===== src/rtl/shift_pkg.sv =====
// Shared types for the 1-bit serial link shift registers.
package shift_pkg;
    typedef enum logic {IDLE, SHIFT} piso_state_t;
    localparam int SHIFT_WIDTH_DEFAULT = 4;
endpackage


===== src/rtl/shift_register_piso_tx.sv =====
// Parallel-in serial-out transmitter, MSB first, valid/ready word load.
// Back-to-back words reload on the last consumed bit with no idle gap.
module shift_register_piso_tx
    import shift_pkg::*;
#(
    parameter int WIDTH = SHIFT_WIDTH_DEFAULT
) (
    input  logic             clk,
    input  logic             rst,
    input  logic             load_valid,
    input  logic [WIDTH-1:0] load_data,
    output logic             load_ready,
    input  logic             shift_en,
    output logic             sout,
    output logic             sout_valid,
    output logic             sout_last,
    output logic             busy
);
    localparam int CW = $clog2(WIDTH);
    localparam logic [CW-1:0] LAST = CW'(WIDTH - 1);

    piso_state_t      state;
    logic [WIDTH-1:0] shreg;
    logic [CW-1:0]    bit_cnt;
    logic             at_last;
    logic             xfer;

    assign at_last    = (state == SHIFT) && (bit_cnt == LAST);
    assign load_ready = !rst && ((state == IDLE) || (at_last && shift_en));
    assign xfer       = load_valid && load_ready;

    always_ff @(posedge clk) begin
        if (rst) begin
            state   <= IDLE;
            shreg   <= '0;
            bit_cnt <= '0;
        end else begin
            case (state)
                IDLE: begin
                    if (xfer) begin
                        state   <= SHIFT;
                        shreg   <= load_data;
                        bit_cnt <= '0;
                    end
                end
                SHIFT: begin
                    if (shift_en) begin
                        if (!at_last) begin
                            shreg   <= {shreg[WIDTH-2:0], 1'b0};
                            bit_cnt <= bit_cnt + 1'b1;
                        end else if (xfer) begin
                            shreg   <= load_data;
                            bit_cnt <= '0;
                        end else begin
                            state   <= IDLE;
                            shreg   <= '0;
                            bit_cnt <= '0;
                        end
                    end
                end
                default: state <= IDLE;
            endcase
        end
    end

    assign sout       = shreg[WIDTH-1];
    assign sout_valid = (state == SHIFT);
    assign sout_last  = at_last;
    assign busy       = sout_valid;
endmodule


===== config.mk =====
export PLATFORM = sky130hd
export DESIGN_NAME = shift_register_piso_tx
export DESIGN_NICKNAME = d
export VERILOG_FILES = /design/src/rtl/shift_pkg.sv /design/src/rtl/shift_register_piso_tx.sv
export SDC_FILE = /design/constraint.sdc
export NUM_CORES = 1
export LEC_CHECK = 0
export ABC_AREA = 1
export CORE_AREA = 10 10 47 49
export CTS_BUF_LIST = sky130_fd_sc_hd__clkbuf_4
export CTS_CLUSTER_SIZE = 28
export DETAILED_ROUTE_END_ITERATION = 8
export DIE_AREA = 0 0 57 59
export GPL_TIMING_DRIVEN = 0
export SYNTH_ARGS = -nofsm -noshare
export SYNTH_HDL_FRONTEND = slang
export SYNTH_SLANG_ARGS = --single-unit

===== constraint.sdc =====
create_clock -name clk -period 1.95 [get_ports clk]
set_clock_uncertainty 0.05 [all_clocks]
set_input_delay 0.195 -clock clk [delete_from_list [all_inputs] [get_ports clk]]
set_output_delay 0.195 -clock clk [all_outputs]
set_load 0.005 [all_outputs]

; ---- After elaboration in Yosys (flattened, before gate mapping)
; Index checks and enable logic that the tools add are counted.
[word_totals]
ff_bits = 7
[op_classes]
addsub = 1
eq_ne = 3
n_mux = 13
n_bitwise = 1
n_reduce_logical = 7
[ops]
columns = operator, n
row1 = two-way mux 4 bit, 4
row2 = case mux 4 bit (2 select lines), 1
row3 = two-way mux 2 bit, 3
row4 = logical AND 1 bit, 4
row5 = != test 2 bit (second input constant), 2
row6 = case mux 2 bit (2 select lines), 1
row7 = two-way mux 1 bit, 3
row8 = adder 2 x 1 -> 2 bit (second input constant), 1
row9 = equality test 2 bit (second input constant), 1
row10 = case mux 1 bit (2 select lines), 1
row11 = AND reduction 2 bit, 1
row12 = logical NOT 1 bit, 1
row13 = logical OR 1 bit, 1
row14 = inverter 1 bit, 1

; ---- Depth between registers and ports, before layout
[logic_depth]
ltp_word = 10
depth_mapped = 7

; ---- Worst setup path before layout
; No wires, ideal clock.
[synth_timing]
path_type = reg2reg
from = register bit_cnt[0]
to = register shreg[1]
setup_ps = 66
t_arrival_ps = 1047
path_slack_ps = 787
stages_incl_launch_ff = 8
n_path_buf = 0
cell_sequence = dfxtp_1 -> ha_1 -> nand2_2 -> nand2_2 -> nand4_1 -> nand2_2 -> nand2_1 -> a21oi_2
[synth_between]
elab_chain_len = 10
[synth_rtl]
columns = item, line
row1 = start: declaration, shift_register_piso_tx.sv:24  ; logic [CW-1:0] bit_cnt;
row2 = start signal: assignment, shift_register_piso_tx.sv:50  ; bit_cnt <= bit_cnt + 1'b1;
row3 = equality test 2 bit *, shift_register_piso_tx.sv:28  ; assign at_last = (state == SHIFT) && (bit_cnt == LAST);
row4 = logical AND 1 bit *, shift_register_piso_tx.sv:28
row5 = logical AND 1 bit, shift_register_piso_tx.sv:29  ; assign load_ready = !rst && ((state == IDLE) || (at_last && shift_en));
row6 = logical OR 1 bit, shift_register_piso_tx.sv:29
row7 = logical AND 1 bit, shift_register_piso_tx.sv:29
row8 = logical AND 1 bit, shift_register_piso_tx.sv:30  ; assign xfer = load_valid && load_ready;
row9 = two-way mux 4 bit, shift_register_piso_tx.sv:51  ; end else if (xfer) begin
row10 = two-way mux 4 bit, shift_register_piso_tx.sv:48  ; if (!at_last) begin
row11 = two-way mux 4 bit, shift_register_piso_tx.sv:47  ; if (shift_en) begin
row12 = case mux 4 bit (2 select lines), shift_register_piso_tx.sv:38  ; case (state)
row13 = end signal: assignment, shift_register_piso_tx.sv:42  ; shreg <= load_data;
row14 = end signal: assignment, shift_register_piso_tx.sv:49  ; shreg <= {shreg[WIDTH-2:0], 1'b0};
row15 = end signal: assignment, shift_register_piso_tx.sv:52  ; shreg <= load_data;
row16 = end: declaration, shift_register_piso_tx.sv:23  ; logic [WIDTH-1:0] shreg;
; Mark *: on every way between the ends. The rest lies on a longest branch, timed or not. The select of a mux whose other input is x is not followed.
; A chain may end at the register's enable or synchronous reset.

; ---- Worst setup path in the final report
[layout_timing]
from = register bit_cnt[0]
to = output port load_ready
[layout_between]
elab_chain_len = 5
[layout_rtl]
columns = item, line
row1 = equality test 2 bit, shift_register_piso_tx.sv:28
row2 = logical AND 1 bit, shift_register_piso_tx.sv:28
row3 = logical AND 1 bit, shift_register_piso_tx.sv:29
row4 = logical OR 1 bit, shift_register_piso_tx.sv:29
row5 = logical AND 1 bit, shift_register_piso_tx.sv:29
row6 = end: declaration, shift_register_piso_tx.sv:12  ; output logic load_ready,
; Every way passes these cells.

==> results.sh <==
export IMPL_synth_seq_cells=7
export IMPL_synth_area_um2=395.4
export IMPL_place_congestion=0.7440
export IMPL_layout_commonest_cell="clkdlybuf4s50_1"
export IMPL_power_uw=386.5
export IMPL_drive_gt1_share_pct=26.87
export IMPL_area_delta_synth_final_pct=43.67
export IMPL_endpoint_kind="primary output"
export IMPL_grt_overflow=0
export IMPL_multi_input_area_um2=220.2
export IMPL_post_cts_resize_count=0
export IMPL_p_leak_uw=0.0002600
export IMPL_final_area_um2=568.0
export IMPL_maxCapViolCount=0
export IMPL_cp_data_required_time_ns=1.70
export IMPL_cts_tree="built"
export IMPL_hold_buffers=0
export IMPL_crit_fanout=7
export IMPL_clockRootBuffer="clkbuf_4"
export IMPL_initial_core_util_pct=28.21
export IMPL_fin_crit_ns=1.858
export IMPL_ir_drop_uv=287.4
export IMPL_drtIter0Drc=3
export IMPL_finalCritPeriodShare_pct=95.30
export IMPL_grt_max_degree=10
export IMPL_clockBufferDepth=2
export IMPL_cts_clk_slew_worst_paths_ns=0.05
export IMPL_layout_setup_ws_ns=0.09161
export IMPL_finalSetupViolations=0
export IMPL_min_path_type="flop to flop"
export IMPL_seqCellArea_um2=140.1
export IMPL_rrSetupSlack_ns=0.71
export IMPL_ys_seq_area_share_pct=35.44
export IMPL_dpl_hpwl_um=726
export IMPL_dp_cells=79
export IMPL_clkSinkCount=7
export IMPL_drc=0
export IMPL_final_antenna_net_count=0
export IMPL_cts_made_buffers=3
export IMPL_num_rows=14
export IMPL_die_area_um2=3363
export IMPL_die_width_um=57
export IMPL_fin_cells=83
export IMPL_rsz0062_at_grt="no"
export IMPL_wl_um=890
export IMPL_fin_tns_setup_ns=0
export IMPL_pre_cts_slack_ns=0.2703
export IMPL_finalMaxSlewViolations=0
export IMPL_yosysUniqueCellTypes=17
export IMPL_synth_area_per_cell_um2=7.753
export IMPL_grt_pass1_wl_mm=1.614
export IMPL_vias_per_cell=4.373
export IMPL_fp_dieH_um=59
export IMPL_track_usage_pct=6.242
export IMPL_io_buffers=12
export IMPL_vias=363
export IMPL_syn_inst=51
export IMPL_syn_nets=60
export IMPL_grt_pass1_vias=370
export IMPL_yosysWarningCount=0
export IMPL_core_um2=1401
export IMPL_slew_headroom_pct=83.90
export IMPL_final_cell_mix="12 x clkdlybuf4s50_1, 11 x nand2_1, 7 x dfxtp_1"
export IMPL_clock_latency_ns=0.26
export IMPL_routedWlPerCell_um=10.72
export IMPL_worstPathArrival_ns=1.61
export IMPL_dr_pass1_iters=3
export IMPL_place_area_um2=535.5
export IMPL_fmax_mhz=538.1
export IMPL_fillers=149
export IMPL_start_kind="flop"
export IMPL_antenna_cells=0
export IMPL_antenna_found_initial=0
export IMPL_pin_count=13
export IMPL_tightest_slew_ns=0.2407
export IMPL_post_cts_buffers=0
export IMPL_htreeDepth=1
export IMPL_hold_viol_final=0
export IMPL_powerDensity_nw_per_um2=680.4
export IMPL_fin_nets=77
export IMPL_crit_type="flop to primary output"
export IMPL_status="completed"
[power breakdown]
group / total [uW] / internal (uW) / switching (uW)
clock network: 148 / 92.1 / 56.2
logic: 79.7 / 43.3 / 36.4
registers: 158 / 153 / 5.34
total: 386 / 289 / 97.9
[final cells by class]
type,instances,share of cell area (%)
inverter,5,3.304
multi-input combinational,37,38.77
tap,16,3.524
sequential,7,24.67
timing repair buffer,12,21.15
buffer,2,3.304
clock buffer,4,5.286
[synth_stat cells, drive strengths merged]
cell type / number / share of area [%]
a21oi: 7 / 13
buf: 2 / 4.7
dfxtp: 7 / 35
ha: 1 / 3.2
inv: 5 / 4.7
nand2: 15 / 18
nand3: 1 / 1.3
nand3b: 1 / 5.1
nand4: 1 / 1.6
nor2: 6 / 5.7
o211a: 1 / 2.5
o21ai: 4 / 5.1
[worst max-delay path, cell delays in order (launching register included)]
cell and delay (ns):
dfxtp_1 0.35, ha_2 0.27, nand2_2 0.09, a21oi_2 0.14
clkdlybuf4s50_1 0.52
[stage by stage]
step | hold slack, ns | utilization (%)
5_1_grt | 0.4418 | 40.54
4_1_cts | 0.4169 | 40.36
6_report | 0.4121 | 40.54
3_5_place_dp | 0.4118 | 38.21
3_3_place_gp | 0.4055 | 38.21
2_1_floorplan | 0.2141 | -
[final timing paths]
path	from	cells past startpoint	endpoint
max	bit_cnt[0]$_SDFFE_PP0P_	4	load_ready
min	shreg[0]$_SDFFE_PP0P_	2	shreg[0]$_SDFFE_PP0P_
max reg2reg	bit_cnt[0]$_SDFFE_PP0P_	7	shreg[3]$_SDFFE_PP0P_
min reg2reg	shreg[0]$_SDFFE_PP0P_	2	shreg[0]$_SDFFE_PP0P_
[sequential cells by signal, summed over array words and instances, names as in the netlist]
name and count:
bit_cnt 2, busy 1, shreg 4
[kinds of logic after synthesis]
logic type | count (synthesis) | synth area share, %
adder cells (fa/ha/maj) | 1 | 3.164
buffers and inverters | 7 | 9.495
flip-flops | 7 | 35.44
AO/OA/AOI/OAI | 12 | 20.25
AND/OR/NAND/NOR | 24 | 31.65
[routing by layer]
layer,global-route usage (%),routed length [um],vias up
met4,5.034,23,0
li1,-,-,196
met5,0,0,-
met2,8.992,408,9
met3,4.292,85,4
met1,6.108,372,154
Power figures use the tool's default switching activity.
